==> src/rtl/ch_measure_ctrl.sv <==
// Equivalent-time sampling sequencer: for each delay code, ramp the DAC threshold until the comparator drops, then emit one point.
// Optional macro CH_MEASURE_SYNC_EN: 2-flop synchronizers on cmp_out_i and threshold_rdy_i.
module ch_measure_ctrl #(
    parameter int SETTLE_CYCLES = 4,
    parameter int TW            = 10,
    parameter int VW            = 16
) (
    input  logic          clk_i,
    input  logic          arst_i,
    input  logic          run_i,
    input  logic [VW-1:0] threshold_delta_i,
    input  logic [TW-1:0] d_code_delta_i,
    output logic [VW-1:0] threshold_o,
    output logic          threshold_wre_o,
    input  logic          threshold_rdy_i,
    input  logic          cmp_out_i,
    output logic          stb_req_o,
    input  logic          stb_valid_i,
    output logic [TW-1:0] d_code_o,
    output logic          point_rdy_o,
    output logic [VW-1:0] point_v_o,
    output logic [TW-1:0] point_t_o
);

    localparam int CW = 16;
`ifdef CH_MEASURE_SYNC_EN
    localparam int SYNC_LAT = 2;
`else
    localparam int SYNC_LAT = 0;
`endif
    localparam logic [CW-1:0] LO_TIMEOUT  = 16'd15;
    localparam logic [CW-1:0] SETTLE_LAST = CW'(SETTLE_CYCLES + SYNC_LAT - 1);
    localparam logic [TW-1:0] CODE_MAX    = {TW{1'b1}};

    typedef enum logic [3:0] {
        ST_IDLE    = 4'd0,
        ST_WR      = 4'd1,
        ST_WAIT_LO = 4'd2,
        ST_WAIT_HI = 4'd3,
        ST_REQ     = 4'd4,
        ST_SETTLE  = 4'd5,
        ST_SAMPLE  = 4'd6,
        ST_EMIT    = 4'd7,
        ST_NEXT    = 4'd8,
        ST_DONE    = 4'd9
    } state_t;

    // A zero step would stall the search, so it is promoted to one.
    function automatic logic [VW-1:0] thr_step(input logic [VW-1:0] d);
        thr_step = (d == {VW{1'b0}}) ? {{(VW-1){1'b0}}, 1'b1} : d;
    endfunction

    function automatic logic [TW-1:0] next_code(input logic [TW-1:0] c, input logic [TW-1:0] d);
        logic [TW:0]   sum;
        logic [TW-1:0] dd;
        dd        = (d == {TW{1'b0}}) ? {{(TW-1){1'b0}}, 1'b1} : d;
        sum       = {1'b0, c} + {1'b0, dd};
        next_code = sum[TW] ? CODE_MAX : sum[TW-1:0];
    endfunction

    state_t        state_r, state_n;
    logic [VW-1:0] thr_r, thr_n;
    logic [TW-1:0] code_r, code_n;
    logic [CW-1:0] cnt_r, cnt_n;
    logic [VW-1:0] pv_r, pv_n;
    logic [TW-1:0] pt_r, pt_n;
    logic          wre_r, req_r, prdy_r;
    logic [VW:0]   thr_sum_s;
    logic          cmp_s, rdy_s;

`ifdef CH_MEASURE_SYNC_EN
    logic [1:0] cmp_sync_r, rdy_sync_r;

    // Two-flop synchronizers for the asynchronous comparator and DAC-ready inputs.
    always_ff @(posedge clk_i or posedge arst_i) begin
        if (arst_i) begin
            cmp_sync_r <= 2'b00;
            rdy_sync_r <= 2'b00;
        end else begin
            cmp_sync_r <= {cmp_sync_r[0], cmp_out_i};
            rdy_sync_r <= {rdy_sync_r[0], threshold_rdy_i};
        end
    end
    assign cmp_s = cmp_sync_r[1];
    assign rdy_s = rdy_sync_r[1];
`else
    assign cmp_s = cmp_out_i;
    assign rdy_s = threshold_rdy_i;
`endif

    // Next-state and next-value logic; dropping run_i aborts every active state.
    always_comb begin
        state_n   = state_r;
        thr_n     = thr_r;
        code_n    = code_r;
        cnt_n     = cnt_r;
        pv_n      = pv_r;
        pt_n      = pt_r;
        thr_sum_s = {1'b0, thr_r} + {1'b0, thr_step(threshold_delta_i)};
        if (!run_i && (state_r != ST_IDLE) && (state_r != ST_DONE)) begin
            state_n = ST_IDLE;
        end else begin
            case (state_r)
                ST_IDLE: begin
                    if (run_i) begin
                        code_n  = {TW{1'b0}};
                        thr_n   = {VW{1'b0}};
                        state_n = ST_WR;
                    end else begin
                        state_n = ST_IDLE;
                    end
                end
                ST_WR: begin
                    cnt_n   = {CW{1'b0}};
                    state_n = ST_WAIT_LO;
                end
                ST_WAIT_LO: begin
                    if (!rdy_s || (cnt_r == LO_TIMEOUT)) begin
                        state_n = ST_WAIT_HI;
                    end else begin
                        cnt_n = cnt_r + 16'd1;
                    end
                end
                ST_WAIT_HI: begin
                    if (rdy_s) begin
                        state_n = ST_REQ;
                    end else begin
                        state_n = ST_WAIT_HI;
                    end
                end
                ST_REQ: begin
                    if (stb_valid_i) begin
                        cnt_n   = {CW{1'b0}};
                        state_n = ST_SETTLE;
                    end else begin
                        state_n = ST_REQ;
                    end
                end
                ST_SETTLE: begin
                    if (cnt_r == SETTLE_LAST) begin
                        state_n = ST_SAMPLE;
                    end else begin
                        cnt_n = cnt_r + 16'd1;
                    end
                end
                ST_SAMPLE: begin
                    // Bit VW of the sum flags overflow: keep the last in-range threshold.
                    if (cmp_s && !thr_sum_s[VW]) begin
                        thr_n   = thr_sum_s[VW-1:0];
                        state_n = ST_WR;
                    end else begin
                        pv_n    = thr_r;
                        pt_n    = code_r;
                        state_n = ST_EMIT;
                    end
                end
                ST_EMIT: begin
                    state_n = ST_NEXT;
                end
                ST_NEXT: begin
                    if (code_r == CODE_MAX) begin
                        state_n = ST_DONE;
                    end else begin
                        code_n  = next_code(code_r, d_code_delta_i);
                        thr_n   = {VW{1'b0}};
                        state_n = ST_WR;
                    end
                end
                ST_DONE: begin
                    if (!run_i) begin
                        state_n = ST_IDLE;
                    end else begin
                        state_n = ST_DONE;
                    end
                end
                default: begin
                    state_n = ST_IDLE;
                end
            endcase
        end
    end

    // State and output registers; strobe/write/point pulses track the state being entered.
    always_ff @(posedge clk_i or posedge arst_i) begin
        if (arst_i) begin
            state_r <= ST_IDLE;
            thr_r   <= {VW{1'b0}};
            code_r  <= {TW{1'b0}};
            cnt_r   <= {CW{1'b0}};
            pv_r    <= {VW{1'b0}};
            pt_r    <= {TW{1'b0}};
            wre_r   <= 1'b0;
            req_r   <= 1'b0;
            prdy_r  <= 1'b0;
        end else begin
            state_r <= state_n;
            thr_r   <= thr_n;
            code_r  <= code_n;
            cnt_r   <= cnt_n;
            pv_r    <= pv_n;
            pt_r    <= pt_n;
            wre_r   <= (state_n == ST_WR);
            req_r   <= (state_n == ST_REQ);
            prdy_r  <= (state_n == ST_EMIT);
        end
    end

    assign threshold_o     = thr_r;
    assign threshold_wre_o = wre_r;
    assign stb_req_o       = req_r;
    assign d_code_o        = code_r;
    assign point_rdy_o     = prdy_r;
    assign point_v_o       = pv_r;
    assign point_t_o       = pt_r;

endmodule

==> config.mk <==
export PLATFORM = sky130hd
export DESIGN_NAME = ch_measure_ctrl
export DESIGN_NICKNAME = d
export VERILOG_FILES = /design/src/rtl/ch_measure_ctrl.sv
export SDC_FILE = /design/constraint.sdc
export NUM_CORES = 1
export LEC_CHECK = 0
export ABC_AREA = 1
export BUFFER_PORTS_ARGS = -buffer_cell sky130_fd_sc_hd__buf_2
export CAP_MARGIN = 10
export CORE_ASPECT_RATIO = 1.2
export CORE_UTILIZATION = 25
export CTS_BUF_LIST = sky130_fd_sc_hd__clkbuf_8
export DETAILED_ROUTE_END_ITERATION = 10
export PLACE_DENSITY = 0.53
export SETUP_SLACK_MARGIN = 0.3
export SLEW_MARGIN = 20
export SYNTH_ARGS = -nofsm -noshare
export SYNTH_HDL_FRONTEND = slang
export SYNTH_SLANG_ARGS = --single-unit
==> constraint.sdc <==
create_clock -name clk_i -period 2.78 [get_ports clk_i]
set_clock_uncertainty 0.15 [all_clocks]
set_input_delay 0.139 -clock clk_i [delete_from_list [all_inputs] [get_ports clk_i]]
set_output_delay 0.139 -clock clk_i [all_outputs]
set_load 0.03 [all_outputs]
==> summary.log, run 1 <==
[route] DRC violations left 0
[global_routing] first-pass GRT wire length 23,890 um
[synth] average instance area after synthesis 7.042 um^2
[status] status finished clean
[global_routing] maximum number of pins on one net before global-route repair 45
[synth] number of enable flip-flop cells after synthesis 0
[worst_setup_path] FF-to-FF path depth 13
[floorplan] area of the die 0.02217 mm^2
[clocking] clock latency of the later-clocked register in the worst-skew pair 0.35 ns
[worst_setup_path] Setup Crit Path Kind in2reg
[final_layout] ANT cells 0
[synth] Post-Syn Instances 766
[final_layout] relative area change from synthesis to final layout 19.32%
[worst_setup_path] critical path launch point type primary input
[route] number of nets with antenna violations after routing 0
[final_layout] commonest cells after routing, fill and taps aside sky130_fd_sc_hd__nand2_1, sky130_fd_sc_hd__buf_2, sky130_fd_sc_hd__inv_1, sky130_fd_sc_hd__dfrtp_1, sky130_fd_sc_hd__nor2_1
[job] total of max-cap violations 0
[sta] Max Clk Rate 0.4189 GHz
[floorplan] initial core utilization 25.63%
[worst_setup_path] required time at the worst-slack endpoint 2.87 ns
[final_layout] final core utilization 30.58%
[pwr] leakage power 3.642 nW
[final_layout] most common library cell in the layout ignoring fill and taps sky130_fd_sc_hd__nand2_1
[placed_design] Final Wtd Congestion 0.8231
[sta] Final Hold Fails 0
[final_layout] layout cells sized above 1 22.30%
[worst_setup_path] highest net fanout along the worst path 26
[pwr] worst vdd rail ir drop 284.4 uV
[clocking] H-tree depth 3
[worst_hold_path] count of cells along the worst hold path 5
[global_routing] total global-route track usage 13.67%
[synth] top cells by area in the synthesized netlist sky130_fd_sc_hd__dfrtp_1, sky130_fd_sc_hd__nand2_1, sky130_fd_sc_hd__ha_1
[clocking] clock sinks 75
[synth] cell area after synthesis 0.005394 mm^2
[sta] unrepaired setup endpoints after global routing yes
[synth] Netlist cell types 39
[floorplan] Die H 162.9 um
[route] WL/cell 12.95 um
[sta] Rel. slew slack 46.68%
[route] number of design-rule violations left by the first detailed-router iteration 286
[route] total via count after detailed routing 4,956
[synth] most instantiated flip-flop cell in the synthesis netlist sky130_fd_sc_hd__dfrtp_1
[pwr] post-layout total power 3.103 mW
[placed_design] total half-perimeter wirelength after legalization and detailed placement 11,370 um
[clocking] TritonCTS clock tree done
[placed_design] count of port buffers added during placement 86
[worst_setup_path] WP data arrival 2.48 ns
[route] number of detailed-routing iterations run before antenna repair 4
[synth] share of async-settable or async-resettable flops after synthesis 100.0%
[synth] Synth warnings 0
[synth] number of synthesized register bits 75
[pwr] areal power density over the cells 482.1 mW/mm^2
[worst_setup_path] critical path endpoint category flip-flop
[sta] total negative slack 0 ns
[synth] portion of synthesized cell area occupied by the leading cell type 34.79%
[route] DR vias/cell 4.382
[worst_hold_path] type of the tightest min-delay check in2reg
[synth] cell taking the most area after synthesis sky130_fd_sc_hd__dfrtp_1
[sta] Slew Limit Fails 0
[sta] Final Setup Violations 0
[floorplan] number of I/O pins 87
[route] detailed-route wire length 14,650 um
[clocking] maximum count of clock buffers along a single path 2
[floorplan] core footprint 0.02105 mm^2
[floorplan] DIE WIDTH 136.1 um
[final_layout] net total in the final layout 917
[floorplan] # rows 58
[global_routing] initial antenna violation count 0
[sta] final worst-path cycle share 85.87%
[clocking] Num CTS Buffers 9
[clocking] root buf cell sky130_fd_sc_hd__clkbuf_8
[sta] Worst Tran Pin Value 0.7998 ns
[global_routing] number of global-route vias before repair 4,894
[sta] Min Clock Period, post-route 2.387 ns
[synth] post-synthesis sequential area ratio 34.79%
[synth] net count of the mapped netlist 827
[clocking] clock slew at the register clock pins of the worst setup and hold paths 0.09 ns
[global_routing] remaining global-route overflow 0
[per-stage QoR]
stage	cell area, um^2	hold WS (ns)	worst slack, ns	std cells
6_report	6436	0.1311	0.3928	1131
5_1_grt	6436	0.1309	0.2832	1131
4_1_cts	6370	0.1055	0.3011	1128
3_5_place_dp	6166	0.1688	-0.1682	1110
3_3_place_gp	6166	0.1631	-0.1115	1110
2_1_floorplan	5403	0.2141	0.3452	766
[routing by layer]
metal / part of all wire [%] / global-route usage (%) / up-vias
met5: 0 / 0 / -
met2: 48 / 23.67 / 98
met3: 4.5 / 2.708 / 22
met1: 45 / 16.72 / 2265
li1: - / - / 2571
met4: 2.4 / 4.545 / 0
[flip-flops by register name, indices dropped and copies added, names as in the netlist]
signal,count
point_v_o,16
state_r,4
point_t_o,10
d_code_o,10
threshold_wre_o,1
stb_req_o,1
cnt_r,16
threshold_o,16
point_rdy_o,1
[cell type report]
| type | count | area (um^2) |
|---|---|---|
| well taps | 270 | 337.8 |
| clock inverters | 6 | 40.04 |
| repair buffers | 112 | 693.2 |
| fillers | 2341 | 14610 |
| clock buffers | 10 | 137.6 |
| inverters | 84 | 321.6 |
| multi-input cells | 574 | 3028 |
| flip-flops and latches | 75 | 1878 |
[repair_timing]
| item | 4_1_cts | 5_1_grt |
|---|---|---|
| hold buffers | 2 | 0 |
| pin swaps | 0 | 1 |
| setup buffers | 0 | 1 |
| endpoints found under the hold margin | 44 | 0 |
| gates cloned | 0 | 2 |
| endpoints found under the setup margin | 39 | 42 |
| resized for setup | 1 | 6 |
[synth_stat cells (7+ instances only)]
cell / count
sky130_fd_sc_hd__nand2_1: 308
sky130_fd_sc_hd__dfrtp_1: 75
sky130_fd_sc_hd__inv_1: 75
sky130_fd_sc_hd__nor2_1: 53
sky130_fd_sc_hd__nand3_1: 38
sky130_fd_sc_hd__ha_1: 27
sky130_fd_sc_hd__nand2_2: 24
sky130_fd_sc_hd__clkbuf_1: 23
sky130_fd_sc_hd__a21oi_1: 22
sky130_fd_sc_hd__xor2_1: 18
sky130_fd_sc_hd__o21ai_0: 12
sky130_fd_sc_hd__nand4_1: 11
sky130_fd_sc_hd__buf_6: 8
sky130_fd_sc_hd__inv_2: 8
sky130_fd_sc_hd__nor2_4: 8
sky130_fd_sc_hd__nor3_1: 7
[cell families (layout without fill, tap and decap cells)]
family / Yosys count / after routing / synth area share, %
AND/OR/NAND/NOR: 476 / 478 / 39.81
buffers and inverters: 119 / 212 / 10.14
flip-flops: 75 / 75 / 34.79
AO/OA/AOI/OAI: 43 / 43 / 4.361
adder cells (fa/ha/maj): 29 / 29 / 7.005
XOR/XNOR: 24 / 24 / 3.897
[final timing paths]
path                                  startpoint         endpoint  slack [ns]
max                        threshold_delta_i[12]     point_t_o[1]        0.39
max reg2reg                       threshold_o[8]   threshold_o[0]        0.47
min                            d_code_delta_i[0]      d_code_o[0]        0.13
min in group asynchronous                 arst_i      d_code_o[3]        0.30
max in group asynchronous                 arst_i  threshold_o[11]        1.52
min reg2reg                            cnt_r[15]        cnt_r[15]        0.34
[critical path, cell delays in order]
cell	delay (ns)
sky130_fd_sc_hd__buf_2	0.12
sky130_fd_sc_hd__nor4_4	0.31
sky130_fd_sc_hd__buf_4	0.16
sky130_fd_sc_hd__a41o_1	0.16
sky130_fd_sc_hd__ha_2	0.17
sky130_fd_sc_hd__inv_1	0.06
sky130_fd_sc_hd__fa_2	0.33
sky130_fd_sc_hd__nand3b_1	0.16
sky130_fd_sc_hd__nand2_1	0.09
sky130_fd_sc_hd__nand2_1	0.07
sky130_fd_sc_hd__nand2_2	0.07
sky130_fd_sc_hd__nand2_1	0.06
sky130_fd_sc_hd__nand2_2	0.11
sky130_fd_sc_hd__nand3_4	0.11
sky130_fd_sc_hd__buf_12	0.20
sky130_fd_sc_hd__nand2_1	0.06
sky130_fd_sc_hd__o21ai_0	0.08
[report_power, final]
part,switching (mW),leakage [nW],internal (mW)
clock,0.429,0.0924,0.348
combinational,0.762,2.51,0.334
sequential,0.0810,1.04,1.15
No activity file was read; power rests on OpenSTA's default activity.
==> run 2, diff against run 1 <==
--- a/config.mk
+++ b/config.mk
@@ -14,6 +14,7 @@
 export DETAILED_ROUTE_END_ITERATION = 10
 export PLACE_DENSITY = 0.53
 export SETUP_SLACK_MARGIN = 0.3
+export SKIP_CTS_REPAIR_TIMING = 1
 export SLEW_MARGIN = 20
 export SYNTH_ARGS = -nofsm -noshare
 export SYNTH_HDL_FRONTEND = slang
==> constraint.sdc (replaced) <==
create_clock -name clk_i -period 2.34 [get_ports clk_i]
set_clock_uncertainty 0.15 [all_clocks]
set_input_delay 0.117 -clock clk_i [delete_from_list [all_inputs] [get_ports clk_i]]
set_output_delay 0.117 -clock clk_i [all_outputs]
set_load 0.03 [all_outputs]
==> run 2 against run 1 <==
Compared with the run above: first-iteration DRC count fell by 11%; the flow now finishes with violations (negative setup slack); flip-flop and latch count did not move; non-clock buffer count rose by 65; sequential power rose by 18%; cell count rose by 5.9%; clock power rose by 39%; worst hold slack got worse by 0.13 ns; global-route usage rose by 0.82 points.
==> summary.log, run 2 (synthesized netlist as in run 1, its figures left out) <==
[status] status complete, but fails checks
[status] violations in the final reports negative setup slack
[clocking] Num CTS Buffers 9 [unchanged]
[global_routing] maximum number of pins on one net before global-route repair 56 [+24%]
[clocking] clock slew at the register clock pins of the worst setup and hold paths 0.09 ns [about the same]
[route] detailed-route wire length 16,450 um [+12%]
[worst_setup_path] cell repeated most along the worst path sky130_fd_sc_hd__nand2_1
[global_routing] met1 Track Usage GR 19.69% [+3.0 points]
[clocking] maximum count of clock buffers along a single path 2 [unchanged]
[global_routing] number of global-route vias before repair 4,913 [+0.39%]
[worst_setup_path] Critical Path Max Stage Delay 0.35 ns [+0.02 ns]
[pwr] areal power density over the cells 572.4 mW/mm^2 [+19%]
[pwr] leakage power 4.115 nW [+13%]
[global_routing] met3 track demand over resource in global routing 2.926% [+0.22 points]
[sta] least setup slack across all paths after layout -0.01883 ns [-0.4116 ns]
[route] number of design-rule violations left by the first detailed-router iteration 255 [-11%]
[worst_setup_path] highest net fanout along the worst path 12 [-54%]
[route] number of nets with antenna violations after routing 0 [unchanged]
[global_routing] initial antenna violation count 0 [unchanged]
[worst_setup_path] cell-by-cell trace of the critical path buf_8 -> nor4_4 -> buf_4 -> a41o_1 -> ha_4 -> inv_2 -> fa_2 -> nand3b_1 -> nand2_1 -> nand2_1 -> nand2_2 -> nand2_2 -> nand2_4 -> nand3_4 -> inv_6 -> clkbuf_16 -> nand2_1 -> nand2_1
[worst_setup_path] critical path endpoint category flip-flop
[job] total of max-cap violations 0 [unchanged]
[clocking] root buf cell sky130_fd_sc_hd__clkbuf_8
[placed_design] total half-perimeter wirelength after legalization and detailed placement 11,930 um [+4.9%]
[floorplan] # rows 58 [unchanged]
[route] WL/cell 13.73 um [+6.0%]
[global_routing] total global-route track usage 14.49% [+0.82 points]
[route] total via count after detailed routing 5,239 [+5.7%]
[final_layout] ANT cells 0 [unchanged]
[final_layout] net total in the final layout 984 [+7.3%]
[placed_design] count of port buffers added during placement 86 [unchanged]
[final_layout] commonest cells after routing, fill and taps aside sky130_fd_sc_hd__nand2_1, sky130_fd_sc_hd__buf_2, sky130_fd_sc_hd__buf_4, sky130_fd_sc_hd__inv_1, sky130_fd_sc_hd__dfrtp_1
[floorplan] DIE WIDTH 136.1 um [unchanged]
[floorplan] number of I/O pins 87 [unchanged]
[route] DR vias/cell 4.373 [-0.20%]
[pwr] worst vdd rail ir drop 257.7 uV [-9.4%]
[clocking] clock latency of the later-clocked register in the worst-skew pair 0.37 ns [+0.02 ns]
[global_routing] first-pass GRT wire length 25,020 um [+4.7%]
[floorplan] Die H 162.9 um [unchanged]
[sta] Rel. slew slack 64.73% [+18 points]
[route] number of detailed-routing iterations run before antenna repair 4 [unchanged]
[worst_setup_path] Slowest cell on crit path sky130_fd_sc_hd__fa_2
[final_layout] relative area change from synthesis to final layout 36.26%
[floorplan] initial core utilization 25.63% [unchanged]
[pwr] post-layout total power 4.207 mW [+36%]
[sta] Max Clk Rate 0.4239 GHz
[final_layout] most common library cell in the layout ignoring fill and taps sky130_fd_sc_hd__nand2_1
[sta] Final Setup Violations 9 [+9]
[sta] Worst Tran Pin Value 0.5279 ns [-0.2719 ns]
[clocking] TritonCTS clock tree done
[clocking] clock sinks 75 [unchanged]
[sta] unrepaired setup endpoints after global routing yes
[sta] Slew Limit Fails 0 [unchanged]
[route] DRC violations left 0 [unchanged]
[final_layout] layout cells sized above 1 33.94% [+12 points]
[sta] total negative slack -0.06778 ns [-0.06778 ns]
[sta] final worst-path cycle share 100.8%
[worst_setup_path] Setup Crit Path Kind in2reg
[floorplan] core footprint 0.02105 mm^2 [unchanged]
[global_routing] layer carrying the most global-route usage met2
[global_routing] remaining global-route overflow 0 [unchanged]
[worst_setup_path] required time at the worst-slack endpoint 2.50 ns [-0.37 ns]
[placed_design] placed cell count 1,156 [+4.1%]
[floorplan] area of the die 0.02217 mm^2 [unchanged]
[worst_hold_path] type of the tightest min-delay check in2reg
[sta] Final Hold Fails 0 [unchanged]
[global_routing] met2 demand-to-capacity share in global routing 23.17% [-0.51 points]
[sta] hold_ws 0.003742 ns [-0.1274 ns]
[clocking] H-tree depth 3 [unchanged]
[worst_setup_path] WP data arrival 2.52 ns [+0.04 ns]
[sta] Min Clock Period, post-route 2.359 ns
[worst_setup_path] critical path launch point type primary input
[final_layout] Layout Cells excl Fill 1,198 [+5.9%]
[placed_design] Final Wtd Congestion 0.8597 [+4.4%]
-- run 2: stage by stage --
step,util (%),cell area (um^2),setup slack (ns)
global route,34.92,7350,-0.1148
detailed placement,31.06,6538,-0.4069
finish,34.92,7350,-0.01883
floorplan,-,5443,-0.05224
CTS,32.02,6739,-0.09224
global placement,31.06,6538,-0.3640
-- run 2: path summary, 6_finish.rpt --
kind	cells past startpoint	startpoint	end	slack [ns]
worst min-delay path	3	run_i	state_r[3]	0.004
min in group asynchronous	3	arst_i	point_v_o[10]	0.18
worst min register to register	2	point_v_o[14]	point_v_o[14]	0.33
worst max-delay path	18	threshold_delta_i[14]	point_t_o[8]	-0.02
max in group asynchronous	4	arst_i	state_r[1]	1.18
worst max register to register	11	threshold_o[14]	point_t_o[8]	0
-- run 2: cell type report --
cell class                      instances  area [um^2]
Multi-Input combinational cell        576         3318
Clock inverter                          6        63.81
Clock buffer                           10        137.6
Inverter                               84        326.6
Fill cell                            2268        13700
Timing Repair Buffer                  177         1281
Sequential cell                        75         1884
Tap cell                              270        337.8
-- run 2: where the power goes --
| part | total [mW] | switching (mW) | internal, mW |
|---|---|---|---|
| logic | 1.68 | 1.04 | 0.637 |
| clock network | 1.08 | 0.551 | 0.525 |
| registers | 1.45 | 0.0882 | 1.37 |
-- run 2: per-layer routing --
layer  vias up  wire [um]
met1      2426       7798
met5         -          0
met3        19        755
met4         0        332
met2        83       7563
li1       2711          -
-- run 2: critical path, delay by kind of cell --
kind / cells / cell delay [ns]
and+or+nand+nor: 10 / 1.09
buffers and inverters: 5 / 0.60
adders and majority gates: 2 / 0.49
AOI/OAI and AO/OA: 1 / 0.20
==> run 3, diff against run 2 <==
--- a/config.mk
+++ b/config.mk
@@ -6,13 +6,13 @@
 export NUM_CORES = 1
 export LEC_CHECK = 0
 export ABC_AREA = 1
-export BUFFER_PORTS_ARGS = -buffer_cell sky130_fd_sc_hd__buf_2
 export CAP_MARGIN = 10
 export CORE_ASPECT_RATIO = 1.2
-export CORE_UTILIZATION = 25
+export CORE_UTILIZATION = 62
 export CTS_BUF_LIST = sky130_fd_sc_hd__clkbuf_8
 export DETAILED_ROUTE_END_ITERATION = 10
-export PLACE_DENSITY = 0.53
+export DONT_BUFFER_PORTS = 1
+export PLACE_DENSITY = 0.89
 export SETUP_SLACK_MARGIN = 0.3
 export SKIP_CTS_REPAIR_TIMING = 1
 export SLEW_MARGIN = 20
==> run 3 against run 2 <==
Compared with the run above: the flow still finishes with violations (negative setup slack); critical path type unchanged; fmax shrank 12%; worst hold slack gained 0.013 ns; largest cell class unchanged; die area shrank 59%; final area shrank 10%; power grew 4.1%; count of clock-buffer cells in the layout is the same.
==> summary.log, run 3 (synthesized netlist as in run 1, its figures left out) <==
[status] status complete, but fails checks
[status] violations in the final reports negative setup slack
[clocking] clock sinks 75 [unchanged]
[final_layout] ANT cells 0 [unchanged]
[sta] Final Hold Fails 0 [unchanged]
[floorplan] number of I/O pins 87 [unchanged]
[clocking] Num CTS Buffers 9 [unchanged]
[worst_setup_path] cell-by-cell trace of the critical path nor4_1 -> a41o_1 -> ha_4 -> inv_4 -> fa_2 -> nand3b_1 -> nand2_1 -> nand2_1 -> nand2_2 -> nand2_2 -> nand2_4 -> nand3_4 -> inv_8 -> clkbuf_16 -> nand2_2 -> nand2_1
[placed_design] Final Wtd Congestion 0.9898 [+15%]
[worst_setup_path] WP data arrival 2.80 ns [+0.28 ns]
[worst_setup_path] Slowest cell on crit path sky130_fd_sc_hd__nor4_1
[sta] Min Clock Period, post-route 2.670 ns [+0.3107 ns]
[pwr] Combinational Power Share 34.8% [-5.0 points]
[final_layout] Final Instance Area 0.006591 mm^2 [-10%]
[sta] Max Clk Rate 0.3746 GHz [-12%]
[floorplan] area of the die 0.009078 mm^2 [-59%]
[placed_design] count of port buffers added during placement 0 [-100%]
[floorplan] Die H 104.2 um [-36%]
[pwr] areal power density over the cells 664.2 mW/mm^2 [+16%]
[global_routing] total global-route track usage 30.39% [+16 points]
[sta] total negative slack -10.80 ns [-10.74 ns]
[sta] least setup slack across all paths after layout -0.3295 ns [-0.3107 ns]
[final_layout] most common library cell in the layout ignoring fill and taps sky130_fd_sc_hd__nand2_1
[placed_design] total half-perimeter wirelength after legalization and detailed placement 9712 um [-19%]
[floorplan] # rows 36 [-38%]
[pwr] worst vdd rail ir drop 682.8 uV [+160%]
[sta] Rel. slew slack 58.91% [-5.8 points]
[worst_hold_path] type of the tightest min-delay check in2reg
[worst_setup_path] required time at the worst-slack endpoint 2.47 ns [-0.03 ns]
[pwr] share of total power in sequential cells 34.1% [-0.5 points]
[sta] Slew Limit Fails 0 [unchanged]
[final_layout] relative area change from synthesis to final layout 22.20%
[clocking] clock slew at the register clock pins of the worst setup and hold paths 0.10 ns [about the same]
[final_layout] layout cells sized above 1 23.93% [-10 points]
[placed_design] setup slack at placement -0.1455 ns [+0.2615 ns]
[pwr] leakage power 3.523 nW [-14%]
[floorplan] initial core utilization 65.08% [+39 points]
[clocking] root buf cell sky130_fd_sc_hd__clkbuf_8
[clocking] maximum count of clock buffers along a single path 2 [unchanged]
[worst_setup_path] Critical Path Max Stage Delay 0.55 ns [+0.20 ns]
[sta] Final Setup Violations 47 [+38]
[worst_setup_path] buffer and inverter count on the worst path 3 [-2]
[pwr] post-layout total power 4.378 mW [+4.1%]
[worst_setup_path] critical path launch point type primary input
[global_routing] maximum number of pins on one net before global-route repair 76 [+36%]
[route] detailed-route wire length 16,400 um [-0.29%]
[worst_setup_path] Setup Crit Path Kind in2reg
[route] WL/cell 17.58 um [+28%]
[worst_setup_path] critical path endpoint category flip-flop
[route] DR vias/cell 5.900 [+35%]
[route] number of design-rule violations left by the first detailed-router iteration 382 [+50%]
[global_routing] first-pass GRT wire length 21,850 um [-13%]
[route] DRC violations left 0 [unchanged]
[pwr] net switching share of the total power 37.45% [-2.4 points]
[pwr] NetSw 1.640 mW [-2.3%]
[pwr] cell-internal power 2.738 mW [+8.3%]
[placed_design] area post-placement 0.005732 mm^2 [-12%]
[clocking] TritonCTS clock tree done
[job] total of max-cap violations 0 [unchanged]
[route] number of detailed-routing iterations run before antenna repair 5 [+1]
[pwr] clock power share 31.1% [+5.5 points]
[final_layout] commonest cells after routing, fill and taps aside sky130_fd_sc_hd__nand2_1, sky130_fd_sc_hd__inv_1, sky130_fd_sc_hd__dfrtp_1, sky130_fd_sc_hd__buf_4, sky130_fd_sc_hd__nor2_1
[route] number of nets with antenna violations after routing 0 [unchanged]
[global_routing] number of global-route vias before repair 4,849 [-1.3%]
[global_routing] initial antenna violation count 0 [unchanged]
[worst_setup_path] highest net fanout along the worst path 5 [-7]
[sta] Worst Tran Pin Value 0.6108 ns [+0.08281 ns]
[sta] final worst-path cycle share 114.1% [+13 points]
[floorplan] DIE WIDTH 87.15 um [-36%]
[clocking] clock latency of the later-clocked register in the worst-skew pair 0.36 ns [about the same]
[clocking] H-tree depth 3 [unchanged]
[sta] unrepaired setup endpoints after global routing yes
[global_routing] remaining global-route overflow 0 [unchanged]
[floorplan] core footprint 0.008288 mm^2 [-61%]
[route] total via count after detailed routing 5,505 [+5.1%]
[worst_setup_path] cell type group with the largest total delay on the critical path simple AND/OR/NAND/NOR gates
[final_layout] net total in the final layout 875 [-11%]
[final_layout] final core utilization 79.53% [+45 points]
-- run 3: changes by cell type in the layout (fill, tap and decap cells not counted), sizes merged --
cell / previous run / this run
dlygate4sd3: 1 / 5
buf: 172 / 58
nand2: 336 / 337
inv: 87 / 84
bufinv: 1 / 4
-- run 3: stage by stage --
stage,std cells,hold WS (ns)
final,933,0.01625
after global routing,933,0.01226
after CTS,906,-0.4033
after detailed placement,890,-0.01359
after global placement,890,-0.01968
after floorplan,766,0.1682
-- run 3: worst paths after layout --
| kind | startpoint | end | slack, ns | cells after the start |
|---|---|---|---|---|
| max in group asynchronous | arst_i | state_r[1] | 1.49 | 3 |
| max | threshold_delta_i[8] | point_v_o[5] | -0.33 | 16 |
| min | threshold_delta_i[4] | threshold_o[4] | 0.02 | 4 |
| min reg2reg | cnt_r[15] | cnt_r[15] | 0.35 | 2 |
| min in group asynchronous | arst_i | point_v_o[0] | 0.20 | 3 |
| max reg2reg | threshold_o[0] | point_v_o[5] | -0.09 | 14 |
-- run 3: layer usage --
metal	up-vias	part of all wire, %	global-route usage [%]
met5	-	0	0
met4	0	5.3	12.88
met3	97	9.6	6.349
met2	366	50	52.36
met1	2546	36	36.17
li1	2496	-	-
-- run 3: power groups by stage --
stage / combinational, mW / clock, mW / sequential (mW)
global route: 1.62 / 1.43 / 1.50
global placement: 1.14 / 0 / 1.50
CTS: 1.19 / 1.36 / 1.49
finish: 1.52 / 1.36 / 1.49
floorplan: 1.02 / 0 / 1.51
detailed placement: 1.18 / 0 / 1.51
-- run 3: final cells by class --
class                           instances  area [um^2]
Fill cell                             524         1697
Multi-Input combinational cell        577         3313
Clock inverter                          6        133.9
Timing Repair Buffer                   67        650.6
Inverter                               84        331.6
Tap cell                              114        142.6
Clock buffer                           10        137.6
Sequential cell                        75         1882
-- run 3: tightest hold or removal path: cells and delay by family --
kind | cells | cell delay (ns)
fa+ha+maj | 1 | 0.18
simple gates | 2 | 0.11
xor+xnor | 1 | 0.09
